<file path="src/rtl/bp_cce_inst_stall_tracker_if.sv">
// rtl/bp_cce_inst_stall_tracker_if.sv - instruction-side stall inputs of the CCE stall tracker
interface bp_cce_inst_stall_tracker_if #(
    parameter int num_rx_p  = 4,
    parameter int num_tx_p  = 2,
    parameter int num_haz_p = 5
);
    logic [num_rx_p-1:0]  rx_yumi_i;
    logic [num_rx_p-1:0]  rx_v_i;
    logic [num_tx_p-1:0]  tx_v_i;
    logic [num_tx_p-1:0]  tx_ready_i;
    logic                 wfq_v_i;
    logic [num_rx_p-1:0]  wfq_mask_i;
    logic [num_haz_p-1:0] haz_req_i;
    logic [num_haz_p-1:0] haz_busy_i;
    logic                 dir_busy_i;
    logic                 clr_cnt_i;

    modport master (
        output rx_yumi_i, rx_v_i, tx_v_i, tx_ready_i, wfq_v_i, wfq_mask_i,
               haz_req_i, haz_busy_i, dir_busy_i, clr_cnt_i
    );

    modport slave (
        input  rx_yumi_i, rx_v_i, tx_v_i, tx_ready_i, wfq_v_i, wfq_mask_i,
               haz_req_i, haz_busy_i, dir_busy_i, clr_cnt_i
    );
endinterface

</file>
<file path="src/rtl/bp_cce_inst_stall_tracker.sv">
// rtl/bp_cce_inst_stall_tracker.sv - CCE instruction stall decode with perf counters and watchdog
module bp_cce_inst_stall_tracker #(
    parameter int num_rx_p    = 4,
    parameter int num_tx_p    = 2,
    parameter int num_haz_p   = 5,
    parameter int cnt_width_p = 16,
    parameter int timeout_p   = 1024
) (
    input  logic                       clk_i,
    input  logic                       reset_i,
    bp_cce_inst_stall_tracker_if.slave ctl,
    output logic                       stall_o,
    output logic [4:0]                 stall_cause_o,
    output logic [cnt_width_p-1:0]     stall_count_o,
    output logic [5*cnt_width_p-1:0]   cause_count_o,
    output logic [cnt_width_p-1:0]     stall_run_o,
    output logic                       timeout_o,
    output logic [4:0]                 timeout_cause_o
);
    localparam logic [cnt_width_p-1:0] cnt_max_lp  = '1;
    localparam logic [cnt_width_p-1:0] cnt_one_lp  = cnt_width_p'(1);
    localparam logic [cnt_width_p-1:0] trip_run_lp = cnt_width_p'(timeout_p - 1);

    typedef enum logic {
        wd_idle,
        wd_tripped
    } wd_state_e;

    wd_state_e              wd_state;
    logic [cnt_width_p-1:0] cause_cnt_r [5];
    logic                   clear;

    // Cause bits are pure functions of the current instruction; nothing registered gates them.
    assign stall_cause_o[0] = |(ctl.rx_yumi_i & ~ctl.rx_v_i);
    assign stall_cause_o[1] = |(ctl.tx_v_i & ~ctl.tx_ready_i);
    assign stall_cause_o[2] = ctl.wfq_v_i & ~|(ctl.wfq_mask_i & ctl.rx_v_i);
    assign stall_cause_o[3] = |(ctl.haz_req_i & ctl.haz_busy_i);
    assign stall_cause_o[4] = ctl.dir_busy_i;
    assign stall_o          = |stall_cause_o;

    assign clear = reset_i | ctl.clr_cnt_i;

    always_ff @(posedge clk_i) begin
        if (clear) begin
            stall_count_o <= '0;
            stall_run_o   <= '0;
            for (int k = 0; k < 5; k++) cause_cnt_r[k] <= '0;
        end else begin
            if (stall_o && stall_count_o != cnt_max_lp)
                stall_count_o <= stall_count_o + cnt_one_lp;
            for (int k = 0; k < 5; k++)
                if (stall_cause_o[k] && cause_cnt_r[k] != cnt_max_lp)
                    cause_cnt_r[k] <= cause_cnt_r[k] + cnt_one_lp;
            if (!stall_o)
                stall_run_o <= '0;
            else if (stall_run_o != cnt_max_lp)
                stall_run_o <= stall_run_o + cnt_one_lp;
        end
    end

    for (genvar k = 0; k < 5; k++) begin : g_cause_out
        assign cause_count_o[k*cnt_width_p +: cnt_width_p] = cause_cnt_r[k];
    end

    // Trips on the timeout_p-th consecutive stall; only a clear or reset re-arms it.
    always_ff @(posedge clk_i) begin
        if (clear) begin
            wd_state        <= wd_idle;
            timeout_o       <= 1'b0;
            timeout_cause_o <= '0;
        end else begin
            case (wd_state)
                wd_idle: begin
                    if (stall_o && stall_run_o == trip_run_lp) begin
                        wd_state        <= wd_tripped;
                        timeout_o       <= 1'b1;
                        timeout_cause_o <= stall_cause_o;
                    end
                end
                wd_tripped: begin
                    wd_state <= wd_tripped;
                end
                default: begin
                    wd_state        <= wd_idle;
                    timeout_o       <= 1'b0;
                    timeout_cause_o <= '0;
                end
            endcase
        end
    end
endmodule

</file>
<file path="src/flat_wrapper.sv">
// flat-port wrapper written by rule: the top's interface ports become plain ports
module bp_cce_inst_stall_tracker_flat 
#(
    parameter int num_rx_p    = 4,
    parameter int num_tx_p    = 2,
    parameter int num_haz_p   = 5,
    parameter int cnt_width_p = 16,
    parameter int timeout_p   = 1024
)
  (clk_i, reset_i, stall_o, stall_cause_o, stall_count_o, cause_count_o, stall_run_o, timeout_o, timeout_cause_o, ctl_rx_yumi_i, ctl_rx_v_i, ctl_tx_v_i, ctl_tx_ready_i, ctl_wfq_v_i, ctl_wfq_mask_i, ctl_haz_req_i, ctl_haz_busy_i, ctl_dir_busy_i, ctl_clr_cnt_i);
  bp_cce_inst_stall_tracker_if #(.num_rx_p(num_rx_p), .num_tx_p(num_tx_p), .num_haz_p(num_haz_p)) ctl_i ();
  input  logic clk_i;
  input  logic reset_i;
  output logic stall_o;
  output logic [4:0] stall_cause_o;
  output logic [cnt_width_p-1:0] stall_count_o;
  output logic [5*cnt_width_p-1:0] cause_count_o;
  output logic [cnt_width_p-1:0] stall_run_o;
  output logic timeout_o;
  output logic [4:0] timeout_cause_o;
  input wire logic [$bits(ctl_i.rx_yumi_i)-1:0] ctl_rx_yumi_i;
  input wire logic [$bits(ctl_i.rx_v_i)-1:0] ctl_rx_v_i;
  input wire logic [$bits(ctl_i.tx_v_i)-1:0] ctl_tx_v_i;
  input wire logic [$bits(ctl_i.tx_ready_i)-1:0] ctl_tx_ready_i;
  input wire logic [$bits(ctl_i.wfq_v_i)-1:0] ctl_wfq_v_i;
  input wire logic [$bits(ctl_i.wfq_mask_i)-1:0] ctl_wfq_mask_i;
  input wire logic [$bits(ctl_i.haz_req_i)-1:0] ctl_haz_req_i;
  input wire logic [$bits(ctl_i.haz_busy_i)-1:0] ctl_haz_busy_i;
  input wire logic [$bits(ctl_i.dir_busy_i)-1:0] ctl_dir_busy_i;
  input wire logic [$bits(ctl_i.clr_cnt_i)-1:0] ctl_clr_cnt_i;
  assign ctl_i.rx_yumi_i = ctl_rx_yumi_i;
  assign ctl_i.rx_v_i = ctl_rx_v_i;
  assign ctl_i.tx_v_i = ctl_tx_v_i;
  assign ctl_i.tx_ready_i = ctl_tx_ready_i;
  assign ctl_i.wfq_v_i = ctl_wfq_v_i;
  assign ctl_i.wfq_mask_i = ctl_wfq_mask_i;
  assign ctl_i.haz_req_i = ctl_haz_req_i;
  assign ctl_i.haz_busy_i = ctl_haz_busy_i;
  assign ctl_i.dir_busy_i = ctl_dir_busy_i;
  assign ctl_i.clr_cnt_i = ctl_clr_cnt_i;
  bp_cce_inst_stall_tracker #(.num_rx_p(num_rx_p), .num_tx_p(num_tx_p), .num_haz_p(num_haz_p), .cnt_width_p(cnt_width_p), .timeout_p(timeout_p)) u_core (.clk_i(clk_i), .reset_i(reset_i), .ctl(ctl_i), .stall_o(stall_o), .stall_cause_o(stall_cause_o), .stall_count_o(stall_count_o), .cause_count_o(cause_count_o), .stall_run_o(stall_run_o), .timeout_o(timeout_o), .timeout_cause_o(timeout_cause_o));
endmodule
</file>
<file path="config.mk">
export PLATFORM = sky130hd
export DESIGN_NAME = bp_cce_inst_stall_tracker_flat
export DESIGN_NICKNAME = d
export VERILOG_FILES = /design/src/rtl/bp_cce_inst_stall_tracker_if.sv /design/src/rtl/bp_cce_inst_stall_tracker.sv /design/src/flat_wrapper.sv
export SDC_FILE = /design/constraint.sdc
export NUM_CORES = 1
export LEC_CHECK = 0
export ABC_CLOCK_PERIOD_IN_PS = 2200
export CORE_MARGIN = 2
export CORE_UTILIZATION = 37
export DETAILED_ROUTE_END_ITERATION = 8
export GPL_ROUTABILITY_DRIVEN = 1
export GPL_TIMING_DRIVEN = 0
export PLACE_DENSITY = 0.65
export SETUP_SLACK_MARGIN = 0.1
export SLEW_MARGIN = 25
export SYNTH_ARGS = -nofsm -noshare
export SYNTH_HDL_FRONTEND = slang
export SYNTH_SLANG_ARGS = --single-unit
export TNS_END_PERCENT = 1
</file>
<file path="constraint.sdc">
create_clock -name clk_i -period 2.2 [get_ports clk_i]
set_input_delay 0.33 -clock clk_i [delete_from_list [all_inputs] [get_ports clk_i]]
set_output_delay 0.33 -clock clk_i [all_outputs]
set_load 0.05 [all_outputs]
</file>
; ---- Word level (Yosys, flattened, before mapping)
; Memories as Yosys holds them, arrays and structs flattened.
; Cells that the tools add are included.
[op_classes]
n_addsub = 7
n_eq_ne = 8
n_mux = 24
bitwise = 15
n_reduce_logical = 15
[op_table]
columns = op, n
row1 = $add A16 B1 Y16 const B, 7
row2 = $ne A16 B16 Y1 const B, 7
row3 = $mux W16, 5
row4 = $mux W1, 18
row5 = $eq A16 B10 Y1 const B, 1
row6 = $reduce_or A13 Y1, 1
row7 = $and A4 B4 Y4, 2
row8 = $reduce_or A4 Y1, 2
row9 = $logic_and A1 B1 Y1, 7
row10 = $or A1 B1 Y1, 6
row11 = $and A5 B5 Y5, 1
row12 = $reduce_or A5 Y1, 1
row13 = $not A4 Y4, 1
row14 = $reduce_or A2 Y1, 2
row15 = $and A2 B2 Y2, 1
row16 = $not A1 Y1, 2
row17 = $not A2 Y2, 1
row18 = $pmux W1 S2, 1
row19 = $reduce_and A2 Y1, 1
row20 = $and A1 B1 Y1, 1
row21 = $logic_not A1 Y1, 1
[totals]
register_bits = 39
ramBits = 80
in_bits = 31
out_inout_bits = 124
n_memories = 1
[mem_list]
columns = name, words, word_bits, read_ports, rd_ports_with_merged_regs, wr, line
row1 = u_core.cause_cnt_r, 5, 16, 5, 0, 5, bp_cce_inst_stall_tracker.sv:30  ; logic [cnt_width_p-1:0] cause_cnt_r [5];

; ---- Logic depth before layout (Yosys ltp)
; Gate-level depths: netlist (run 1).
[logic_depth]
word_depth = 9
ltp_mapped = 8

; ---- Least setup slack after synthesis (run 1)
; OpenSTA, ideal clock, no wires.
[synth_timing]
path_kind = reg2reg
start = memory u_core.cause_cnt_r[1][0], in the netlist u_core.cause_cnt_r[0][16]
end = memory u_core.cause_cnt_r[0][15] (data pin)
setup_time_ns = 0.264
arrival_ns = 2.400
t_required_ns = 1.936
setup_slack_ns = -0.464
path_stages_with_launch = 8
n_path_buf = 1
period_less_slack_ns = 2.664
path_cell_list = edfxtp_1 > ha_1 > nand3_1 > or3_4 > o21a_1 > o31ai_4 > buf_6 > a21oi_1
[synth_rtl]
columns = item, line
row1 = "start, declared", bp_cce_inst_stall_tracker.sv:30

==> flow_summary.yaml, run 1 <==
timing:
  final-setup-viol-count: 73
  slew_violations: 0
  setup_tns_ps: -1262
  rsz0062_at_grt: "yes"
  setup_ws_ps: -39.34
  holdWs_ps: 443.6
  min_period_ps: 2239
  skew_ps: 7.483
  worstMarginPinSlew_ps: 612.2
  relSlewSlack_pct: 59.10
  timing.final.crit_share_pct: 101.8
  fmax_mhz: 446.6
  hold_viol_final: 0
place:
  place.gp.congestion: 0.8671
  io_buffers: 154
  dp.cells: 1004
  hpwlAfterDp_um: 12790
  dpl_cell_area_um2: 8195
  dp_slack_ps: -849.6
clocking:
  clock_latency_ps: 410
  numCtsBuffers: 17
  cts_root_buf: "clkbuf_16"
  cts_tree: "yes"
  cts.path.max_buffers: 2
  h-tree-depth: 4
  holdBufCountCts: 0
  path_clk_slew_ps: 50
  cts_num_sinks: 119
outcome:
  violations: "setup timing"
  status: "finished with violations"
global_routing:
  use_met1_pct: 25.04
  use_met3_pct: 5.238
  top_usage_layer: "met2"
  track_usage_pct: 19.43
  first_global_vias: 5475
  grt_pass1_wl_um: 28150
  gr-total-overflow: 0
  met2_usage_pct: 31.98
  antenna_found_initial: 1
  grt_max_degree: 17
drt:
  via_count: 5762
  first_iter_violations: 341
  wire_per_inst_um: 17.18
  antenna_left: 0
  drcViolationCount: 0
  vias_per_cell: 5.410
  wirelength_um: 18290
  dr.pass1.iters: 5
layout:
  layout_commonest_cell: "clkdlybuf4s50_1"
  ff_latch_area_um2: 3186
  fin_area_um2: 9259
  multiInputGateArea_um2: 3107
  final_cell_mix: "clkdlybuf4s50_1 (123), a21oi_1 (98), edfxtp_1 (80), nand2_1 (46)"
  drive_above_1_share_pct: 15.52
  fillerInstances: 1455
  final_cells: 1065
  syn2layout_area_growth_pct: 45.47
  final_util_pct: 55.44
  final_net_count: 869
synthesis:
  ys_warn_count: 0
  postSynthCellCount: 630
  synthFlopType: "edfxtp_1"
  syn_area_per_cell_um2: 10.10
  synth_seq_cells: 119
  netlist_area_um2: 6365
  synth_enable_flop_cells: 80
  ys_seq_area_share_pct: 50.01
  synth_cell_types: 49
  synth_fp_nets: 668
  synthArstFlopShare_pct: 0
worst_setup_path:
  cp-start-kind: "flop"
  crit_fanout: 10
  reg2reg_to: "u_core.cause_cnt_r[0][54]"
  reg2reg_depth: 7
  critPathKind: "flop to flop"
  r2r_start: "u_core.cause_cnt_r[0][50]"
  r2r_slack_ps: -40
  crit_path_end_kind: "flop"
  worstPathArrival_ps: 2400
  worstPathRequired_ps: 2360
hold_path:
  min_path_type: "input pin to flop"
  min_from: "ctl_rx_v_i[2]"
  whs_endpoint: "u_core.timeout_cause_o[2]"
  holdPathStages: 4
die:
  start_util_pct: 38.11
  io_pins: 155
  die_area_um2: 18270
  core-area_um2: 16700
  die_w_um: 135.2
  die_h_um: 135.2
  rows: 47
power:
  vdd_ir_drop_max_v: 0.0004776
  leakage_nw: 3.523
  p_per_area_nw_per_um2: 729.1
  total_power_mw: 6.750
flow_run:
  max-cap-violations: 0
critical path, stage by stage, from the launching register on:
cell,delay [ps]
edfxtp_1,450
and4_4,290
nand4_1,110
o31a_1,400
o31ai_4,320
buf_6,170
buf_6,150
a21oi_1,80
routing by layer:
metal / vias up / part of all wire (%)
met5: - / 0
met4: 0 / 1.5
met3: 20 / 7.3
met2: 208 / 48
met1: 2796 / 43
li1: 2738 / -
cell usage after synthesis, drive strengths merged, types with 14 or more instances:
master  number  share of area, %
a21oi       98               7.7
and3        14               1.4
and4        18               2.5
buf         21               2.5
dfxtp       39                12
edfxtp      80                38
nand2       48               2.8
nand3       44               3.5
nand4       26               2.6
nor2        37               2.2
xnor2       41               5.6
xor2        40               5.5
sequential cells by signal (all words and copies together), names as in the netlist:
| name | count |
|---|---|
| u_core.stall_run_o | 16 |
| u_core.timeout_o | 1 |
| u_core.cause_cnt_r | 80 |
| u_core.wd_state | 1 |
| u_core.timeout_cause_o | 5 |
| u_core.stall_count_o | 16 |
final cells by class:
class,count,share of cell area (%)
antenna,1,0.02703
buffer,30,2.568
clock buffer,26,5.973
clock inverter,6,0.6216
inverter,10,0.4054
multi-input combinational,471,33.55
sequential,119,34.41
tap,220,2.973
timing repair buffer,182,19.47
worst max path at each step:
stage	start	end	cells past startpoint
2_1_floorplan	u_core.cause_cnt_r[0][16]	u_core.cause_cnt_r[0][15]	7
3_3_place_gp	ctl_haz_req_i[1]	stall_o	6
3_5_place_dp	ctl_haz_req_i[1]	stall_o	6
4_1_cts	u_core.cause_cnt_r[0][38]	u_core.cause_cnt_r[0][54]	7
5_1_grt	u_core.cause_cnt_r[0][50]	u_core.cause_cnt_r[0][54]	7
6_report	u_core.cause_cnt_r[0][50]	u_core.cause_cnt_r[0][54]	7
repair_timing:
action                                 in CTS  in global routing
setup endpoints to repair                 198                172
endpoints found under the hold margin       0                  0
buffers inserted                            4                 24
gates resized for setup                    45                 70
pin swaps                                   5                 12
report_power, final:
part           total, mW  switching (mW)  internal, mW
registers           2.70           0.162          2.54
clock network       2.81           0.967          1.84
logic               1.25           0.774         0.472
cell families after synthesis:
logic type	Yosys count	share of synthesized area, %
xor+xnor	81	11.15
compound gates	144	13.33
fa+ha+maj	7	1.376
mux	1	0.1573
flops	119	50.01
buf+inv	40	3.578
simple gates	238	20.41
Power figures use the tool's default switching activity.
==> run 2: changes to the inputs <==
Settings changed: SLEW_MARGIN 25 to 10.
==> results of run 2 <==
Same layout as run 1: the final DEF is identical, and so are final timing and power.
